[src/rtl/demux_scan_pkg.sv]
// Shared types for the demux scan driver: channel geometry, FSM states, next-channel search.
// The search helper is only called when DEMUX_SCAN_SKIP_ZERO_EN is defined.
package demux_scan_pkg;

  localparam int CH_COUNT = 4;
  localparam int SEL_W    = 2;

  typedef enum logic [1:0] {IDLE, SETUP, DRIVE} scan_state_t;

  typedef struct packed {
    logic             found;
    logic [SEL_W-1:0] ch;
  } ch_pick_t;

  // Lowest channel at or above 'from' whose bit is set in 'word'.
  function automatic ch_pick_t find_next(input logic [CH_COUNT-1:0] word,
                                         input logic [SEL_W:0]      from);
    ch_pick_t pick;
    pick = '0;
    for (int i = CH_COUNT - 1; i >= 0; i--) begin
      if (word[i] && (i >= int'(from))) begin
        pick.found = 1'b1;
        pick.ch    = SEL_W'(i);
      end
    end
    return pick;
  endfunction

endpackage

[src/rtl/demux_scan_driver_if.sv]
// Word handshake plus demux-facing outputs of the scan driver.
// slave is the driver side, master is the word source / observer side.
interface demux_scan_driver_if;
  import demux_scan_pkg::*;

  logic                in_valid;
  logic                in_ready;
  logic [CH_COUNT-1:0] in_data;
  logic                a;
  logic [SEL_W-1:0]    s;
  logic                busy;
  logic                done;

  modport master (output in_valid, in_data,
                  input  in_ready, a, s, busy, done);

  modport slave  (input  in_valid, in_data,
                  output in_ready, a, s, busy, done);

endinterface

[src/rtl/demux_hold_counter.sv]
// Per-channel hold timer: clear/enable counter with terminal-count flag on its last cycle.
// tc is combinational from the count register; it only steers next-state logic.
module demux_hold_counter #(
  parameter int HOLD_CYCLES = 2
) (
  input  logic clk,
  input  logic rst,
  input  logic clr,
  input  logic en,
  output logic tc
);

  localparam int CW = $clog2(HOLD_CYCLES + 1);

  logic [CW-1:0] cnt;

  always_ff @(posedge clk) begin
    if (rst || clr) begin
      cnt <= '0;
    end else if (en) begin
      cnt <= cnt + 1'b1;
    end
  end

  // High during the final hold cycle, so the increment on that edge lands exactly on HOLD_CYCLES.
  assign tc = (cnt == CW'(HOLD_CYCLES - 1));

endmodule

[src/rtl/demux_scan_driver.sv]
// Plays a 4-bit word onto a 1-to-4 demux one channel per slot; a forced low whenever s may move.
// Fully registered outputs; in_ready only in IDLE. DEMUX_SCAN_SKIP_ZERO_EN skips zero-bit channels.
module demux_scan_driver
  import demux_scan_pkg::*;
#(
  parameter int HOLD_CYCLES = 2
) (
  input  logic                clk,
  input  logic                rst,
  demux_scan_driver_if.slave  bus
);

  scan_state_t         state, state_nxt;
  logic [CH_COUNT-1:0] word;
  logic [SEL_W-1:0]    ch_nxt;
  logic                accept;
  logic                finish;
  logic                hold_tc;

  logic                a_q, ready_q, busy_q, done_q;
  logic [SEL_W-1:0]    s_q;
  logic                a_nxt;
  logic [SEL_W-1:0]    s_nxt;

  assign accept = (state == IDLE) && bus.in_valid;

  demux_hold_counter #(.HOLD_CYCLES(HOLD_CYCLES)) u_hold (
    .clk (clk),
    .rst (rst),
    .clr (state != DRIVE),
    .en  (state == DRIVE),
    .tc  (hold_tc)
  );

  always_ff @(posedge clk) begin
    if (rst) begin
      state <= IDLE;
    end else begin
      state <= state_nxt;
    end
  end

  always_comb begin
    state_nxt = state;
    ch_nxt    = s_q;
    finish    = 1'b0;
`ifdef DEMUX_SCAN_SKIP_ZERO_EN
    begin : skip_search
      ch_pick_t pick;
      pick = '0;
      case (state)
        IDLE: begin
          if (accept) begin
            pick = find_next(bus.in_data, '0);
            if (pick.found) begin
              state_nxt = SETUP;
              ch_nxt    = pick.ch;
            end else begin
              finish = 1'b1;
            end
          end
        end
        SETUP: state_nxt = DRIVE;
        DRIVE: begin
          if (hold_tc) begin
            pick = find_next(word, {1'b0, s_q} + 1'b1);
            if (pick.found) begin
              state_nxt = SETUP;
              ch_nxt    = pick.ch;
            end else begin
              state_nxt = IDLE;
              finish    = 1'b1;
            end
          end
        end
        default: state_nxt = IDLE;
      endcase
    end
`else
    case (state)
      IDLE: begin
        if (accept) begin
          state_nxt = SETUP;
          ch_nxt    = '0;
        end
      end
      SETUP: state_nxt = DRIVE;
      DRIVE: begin
        if (hold_tc) begin
          if (s_q == SEL_W'(CH_COUNT - 1)) begin
            state_nxt = IDLE;
            finish    = 1'b1;
          end else begin
            state_nxt = SETUP;
            ch_nxt    = s_q + 1'b1;
          end
        end
      end
      default: state_nxt = IDLE;
    endcase
`endif
  end

  // Select only moves on the edge into SETUP, where a is forced low.
  always_comb begin
    a_nxt = 1'b0;
    s_nxt = s_q;
    if (state_nxt == DRIVE) begin
      a_nxt = word[s_q];
    end
    if (state_nxt == SETUP) begin
      s_nxt = ch_nxt;
    end
  end

  always_ff @(posedge clk) begin
    if (rst) begin
      a_q     <= 1'b0;
      s_q     <= '0;
      ready_q <= 1'b1;
      busy_q  <= 1'b0;
      done_q  <= 1'b0;
      word    <= '0;
    end else begin
      a_q     <= a_nxt;
      s_q     <= s_nxt;
      ready_q <= (state_nxt == IDLE);
      busy_q  <= (state_nxt != IDLE);
      done_q  <= finish;
      if (accept) begin
        word <= bus.in_data;
      end
    end
  end

  assign bus.a        = a_q;
  assign bus.s        = s_q;
  assign bus.in_ready = ready_q;
  assign bus.busy     = busy_q;
  assign bus.done     = done_q;

endmodule
[src/flat_wrapper.sv]
// flat-port wrapper written by rule: the top's interface ports become plain ports
module demux_scan_driver_flat import demux_scan_pkg::*;
#(
  parameter int HOLD_CYCLES = 2
)
  (clk, rst, bus_in_valid, bus_in_data, bus_in_ready, bus_a, bus_s, bus_busy, bus_done);
  demux_scan_driver_if bus_i ();
  input  logic clk;
  input  logic rst;
  input wire logic [$bits(bus_i.in_valid)-1:0] bus_in_valid;
  input wire logic [$bits(bus_i.in_data)-1:0] bus_in_data;
  output wire logic [$bits(bus_i.in_ready)-1:0] bus_in_ready;
  output wire logic [$bits(bus_i.a)-1:0] bus_a;
  output wire logic [$bits(bus_i.s)-1:0] bus_s;
  output wire logic [$bits(bus_i.busy)-1:0] bus_busy;
  output wire logic [$bits(bus_i.done)-1:0] bus_done;
  assign bus_i.in_valid = bus_in_valid;
  assign bus_i.in_data = bus_in_data;
  assign bus_in_ready = bus_i.in_ready;
  assign bus_a = bus_i.a;
  assign bus_s = bus_i.s;
  assign bus_busy = bus_i.busy;
  assign bus_done = bus_i.done;
  demux_scan_driver #(.HOLD_CYCLES(HOLD_CYCLES)) u_core (.clk(clk), .rst(rst), .bus(bus_i));
endmodule
[config.mk]
export PLATFORM = sky130hd
export DESIGN_NAME = demux_scan_driver_flat
export DESIGN_NICKNAME = d
export VERILOG_FILES = /design/src/rtl/demux_scan_pkg.sv /design/src/rtl/demux_scan_driver_if.sv /design/src/rtl/demux_hold_counter.sv /design/src/rtl/demux_scan_driver.sv /design/src/flat_wrapper.sv
export SDC_FILE = /design/constraint.sdc
export NUM_CORES = 1
export LEC_CHECK = 0
export ABC_AREA = 1
export CAP_MARGIN = 10
export CORE_AREA = 2 2 39 41
export CTS_CLUSTER_SIZE = 40
export DETAILED_ROUTE_END_ITERATION = 12
export DIE_AREA = 0 0 41 43
export HOLD_SLACK_MARGIN = 0.12
export PLACE_DENSITY = 0.8
export SYNTH_ARGS = -nofsm -noshare
export SYNTH_HDL_FRONTEND = slang
export SYNTH_SLANG_ARGS = --single-unit
[constraint.sdc]
create_clock -name clk -period 1.2 [get_ports clk]
set_input_delay 0.18 -clock clk [delete_from_list [all_inputs] [get_ports clk]]
set_output_delay 0.18 -clock clk [all_outputs]
set_load 0.01 [all_outputs]
**Word level (Yosys, flattened, before mapping)**

Index checks and enable logic that the tools add are counted.

- Register bits after elaboration: 14
- Input port bits: 7
- Output and inout bits: 6
- Word-level logic and storage cells: 44

- $add $sub $neg: 2
- $lt $le $gt $ge: 1
- Eq/ne operators: 10
- Mux-type cells: 11
- Bitwise operators: 3
- Reduce and logical (&&, ||, !) cells: 9

Operators with widths:

| cell | count |
|---|---|
| 2-bit 2-to-1 mux | 5 |
| 2-bit by 1-bit equality test with 1-bit output, second input constant | 3 |
| 2-bit equality test, second input constant | 3 |
| 2-bit one-hot mux with 3 select lines | 1 |
| 5-bit AND reduction | 1 |
| 2-bit by 1-bit adder with 2-bit output, second input constant | 2 |
| 2-bit logical NOT | 2 |
| 2-bit by 1-bit != test with 1-bit output, second input constant | 2 |
| 2-bit != test, second input constant | 2 |
| 2-bit one-hot mux with 2 select lines | 1 |
| 2-bit nonzero test | 2 |
| 2-bit by 3-bit less-than comparator with 1-bit output, second input constant | 1 |
| 1-bit 2-to-1 mux | 3 |
| 1-bit NOT | 3 |
| 3-bit OR reduction | 1 |
| 1-bit binary-select mux with 2-bit select | 1 |
| 2-bit OR reduction | 1 |
| 1-bit logical AND | 1 |
| 1-bit logical OR | 1 |

**Depth between registers and ports, before layout**

- Word-level depth: 7
- Mapped depth: 10
- Depth with buffers taken out: 10

**By module**

A second synthesis with hierarchy kept.

- Cell total of the unflattened synthesis: 85
- Area, all modules: 609.3 µm²

By module, submodules not included:

| module | instances | cells an instance | area each (µm²) | seq. area each (µm²) |
|---|---|---|---|---|
| demux_scan_driver | 1 | 69 | 505.5 | 240.2 |
| demux_hold_counter | 1 | 16 | 103.8 | 40.0 |

**Worst setup path after synthesis**

OpenSTA, ideal clock, no wires.

- Kind: register to register
- Start: register u_core.s_q[0] (netlist: u_core.bus.s[0])
- End: register u_core.ready_q (netlist: u_core.bus.in_ready)
- Data arrival time: 1,022 ps
- Required time: 1,084 ps
- Setup slack: 62 ps
- Stages on the path, launching flop included: 8
- Buffers on the path: 0
- Clock period less this slack: 1,138 ps
- Path through: dfxtp_1 -> ha_1 -> nor2_1 -> nand2_2 -> nand2_4 -> inv_2 -> nor2_4 -> nor2_4

- Word-level cells in the longest chain between the ends: 5

Ends and longest elaborated chain:

| element | line | source |
|---|---|---|
| from (decl) | demux_scan_driver.sv:21 | `logic [SEL_W-1:0] s_q;` |
| from (signal assigned) | demux_scan_driver.sv:126 | `s_q <= s_nxt;` |
| 2-bit equality test | demux_scan_driver.sv:90 | `if (s_q == SEL_W'(CH_COUNT - 1)) begin` |
| 1-bit 2-to-1 mux | demux_scan_driver.sv:90 |  |
| 2-bit 2-to-1 mux | demux_scan_driver.sv:89 | `if (hold_tc) begin` |
| 2-bit one-hot mux with 3 select lines | demux_scan_driver.sv:80 | `case (state)` |
| 2-bit logical NOT | demux_scan_driver.sv:127 | `ready_q <= (state_nxt == IDLE);` |
| to (signal assigned) | demux_scan_driver.sv:127 |  |
| to (decl) | demux_scan_driver.sv:20 | `logic a_q, ready_q, busy_q, done_q;` |

No other way between the ends.
A chain may end at the register's enable or synchronous reset.

**Final worst setup path**

- Start: register u_core.u_hold.cnt[0]
- End: register u_core.busy_q (netlist: u_core.bus.busy)

- Word-level cells in the longest chain between the ends: 4

Ends and longest elaborated chain:

| element | line | source |
|---|---|---|
| from (decl) | demux_hold_counter.sv:15 | `logic [CW-1:0] cnt;` |
| from (signal assigned) | demux_hold_counter.sv:21 | `cnt <= cnt + 1'b1;` |
| 2-bit by 1-bit equality test with 1-bit output | demux_hold_counter.sv:26 | `assign tc = (cnt == CW'(HOLD_CYCLES - 1));` |
| 2-bit 2-to-1 mux | demux_scan_driver.sv:89 |  |
| 2-bit one-hot mux with 3 select lines | demux_scan_driver.sv:80 |  |
| 2-bit nonzero test | demux_scan_driver.sv:128 | `busy_q <= (state_nxt != IDLE);` |
| to (signal assigned) | demux_scan_driver.sv:128 |  |
| to (decl) | demux_scan_driver.sv:20 |  |

No other way between the ends.

==> impl_metrics.toml <==
[sta]
max_freq_mhz = 901.7
slew-limit-headroom = 0.8666
post-route-period-util = 0.9242
worst_hold_slack_ns = 0.4466
rsz0062_at_grt = "true"
fin_worst_skew_ns = 0.0006174
fin_crit_ns = 1.109
max_slew.worst_pin.slew_ns = 0.1995
hold_violations = 0
setup_violations = 0
final-max-slew-violation-count = 0

[cts]
cts_max_path_buffers = 2
hold_buffers = 0
cts_buffers = 3
clock-sinks = 14
cts_tree = "done"
cts_root_buffer = "clkbuf_4"
htreeDepth = 1
clk_pin_slew_ns = 0.08
clock_latency_ns = 0.27

[setup_path]
critical_path_class = "reg2reg"
arrival_ns = 1.29
cp-end-kind = "register"
required_ns = 1.38
start_kind = "register"
worstPathMaxFanout = 6

[layout]
finalCoreUtilization = 0.5986
instances_no_fill = 111
antennaDiodeCount = 0
nets = 106
drive_gt1_frac = 0.3158
area.growth.synth_to_final_pct = 36.49

[yosys]
synth_area_sq_um = 606.8
synth_nets = 86
synth-seq-cells = 14
ys_warn_count = 0
synthCells = 76
ys_seq_area_frac = 0.4619
avgSynthCellArea_sq_um = 7.985
ys_types = 13

[pwr]
vdd_drop_max_v = 0.0007410
power_leakage_nw = 0.3739
switching_share = 0.2612
clkPwrFrac = 0.304
pwr-share-comb = 0.199
intPower_mw = 0.7831
p_switching_mw = 0.2769
p_seq_frac = 0.497
power_density_mw_per_mm2 = 1280

[place]
place_congestion = 0.8073
place_inst = 106
hpwl_um = 832.5
numPortBuffers = 12

[job]
maxCapViolCount = 0

[drt]
wirelength_mm = 1.033
wl_per_cell_um = 9.306
post_drt_via_cell_ratio = 4.721
drc = 0
ant_nets = 0
vias = 524
drt_iter0_drc = 7
drtPass1Iterations = 4

[worst_hold_path]
min_path_type = "reg2reg"

[global_routing]
grtUsageTotal = 0.1382
grt_pass1_wl_mm = 1.704
grt_max_degree = 9
first_global_vias = 479
antenna_found_initial = 0
grt_overflow = 0

[die]
ios = 13
fp.dieH_um = 43
die_w_um = 41
core_region_area_sq_mm = 0.001384
start_util = 0.4385
rows = 14
dieArea_sq_mm = 0.001763

[run_status]
status = "completed"
## flip-flops by register name, indices dropped and copies added (netlist names)
register / flops
u_core.bus.a: 1
u_core.bus.done: 1
u_core.state: 2
u_core.bus.busy: 1
u_core.u_hold.cnt: 2
u_core.bus.in_ready: 1
u_core.word: 4
u_core.bus.s: 2
## metrics by stage
| step | power, mW | setup WS (ns) | setup TNS (ns) | area [sq um] |
|---|---|---|---|---|
| global route | 1.127 | -0.01774 | -0.02083 | 828.3 |
| floorplan | 0.6638 | 0.06173 | 0 | 606.8 |
| finish | 1.060 | 0.09096 | 0 | 828.3 |
| detailed placement | 0.7527 | -0.06078 | -0.1580 | 762.0 |
| CTS | 1.064 | 0.03268 | 0 | 792.0 |
| global placement | 0.7460 | -0.03033 | -0.05679 | 762.0 |
## final cells by class
cell class              instances  area [sq um]
clock buffers                   4         36.28
fillers                       134         555.5
inverters                      10         37.54
multi-input cells              52         309.0
flip-flops and latches         14         290.3
well taps                      16         20.02
repair buffers                 15         135.1
## worst paths after layout
path	startpoint	to	slack [ns]	depth (start not counted)
max	u_core.u_hold.cnt[0]$_SDFFE_PP0P_	u_core.bus.busy$_SDFF_PP0_	0.09	9
min	u_core.u_hold.cnt[0]$_SDFFE_PP0P_	u_core.u_hold.cnt[0]$_SDFFE_PP0P_	0.45	1
max reg2reg	u_core.u_hold.cnt[0]$_SDFFE_PP0P_	u_core.bus.busy$_SDFF_PP0_	0.09	9
min reg2reg	u_core.u_hold.cnt[0]$_SDFFE_PP0P_	u_core.u_hold.cnt[0]$_SDFFE_PP0P_	0.45	1
## logic make-up (layout without fill, tap and decap cells)
family / Yosys count / after routing / synth area share
AO/OA/AOI/OAI: 7 / 7 / 0.05773
flip-flops: 14 / 14 / 0.4619
buffers and inverters: 10 / 29 / 0.06185
AND/OR/NAND/NOR: 42 / 42 / 0.3567
adder cells (fa/ha/maj): 3 / 3 / 0.06186
## critical path, cell delays in order, from the launching register on
cell,delay (ns)
dfxtp_4,0.36
ha_1,0.19
inv_1,0.06
nor2_2,0.04
nand2_2,0.07
nand2_4,0.07
inv_2,0.07
nor2_4,0.04
nor2_4,0.08
inv_2,0.03
## synthesized netlist by cell type
library cell | number | share of area
nand3_2 | 1 | 0.016
dfxtp_1 | 14 | 0.46
ha_1 | 3 | 0.062
inv_2 | 4 | 0.025
nor2_4 | 4 | 0.074
a21oi_1 | 2 | 0.016
inv_1 | 6 | 0.037
o21ai_0 | 5 | 0.041
nand2_4 | 2 | 0.037
nor2_1 | 17 | 0.11
nand2_2 | 2 | 0.021
nand3_1 | 2 | 0.016
nand2_1 | 14 | 0.087
## power groups by stage
stage / Sequential [mW] / Clock [mW] / Combinational (mW)
2_1_floorplan: 0.543 / 0 / 0.121
3_3_place_gp: 0.535 / 0 / 0.211
3_5_place_dp: 0.537 / 0 / 0.215
4_1_cts: 0.527 / 0.333 / 0.204
5_1_grt: 0.532 / 0.358 / 0.238
6_report: 0.527 / 0.323 / 0.211
## layer usage
layer	up-vias	share of wire	routed length [um]	global-route usage
li1	269	-	-	-
met1	241	0.43	445	0.1634
met2	14	0.52	541	0.2250
met3	0	0.045	46	0.03141
met4	0	0	0	0.06000
met5	-	0	0	0
## cells in the final DEF, fill, tap and decap left out, types with 2 or more instances in the layout
master,count
nor2_4,4
nor2_1,16
dfxtp_2,2
nand3_1,2
inv_1,4
dfxtp_1,10
nand2_1,13
buf_4,3
dlygate4sd2_1,6
nand2_2,3
clkdlybuf4s50_1,6
a21oi_1,2
nand2_4,2
clkbuf_4,3
o21ai_0,5
inv_2,6
dfxtp_4,2
## what timing repair did
action | in CTS | in global routing
buffers inserted | 0 | 1
pin swaps | 0 | 3
gates resized for setup | 7 | 12
cloned | 0 | 0
endpoints found under the hold margin | 0 | 0
endpoints found under the setup margin | 6 | 5
Note: power is estimated with default switching activity, not from simulation.
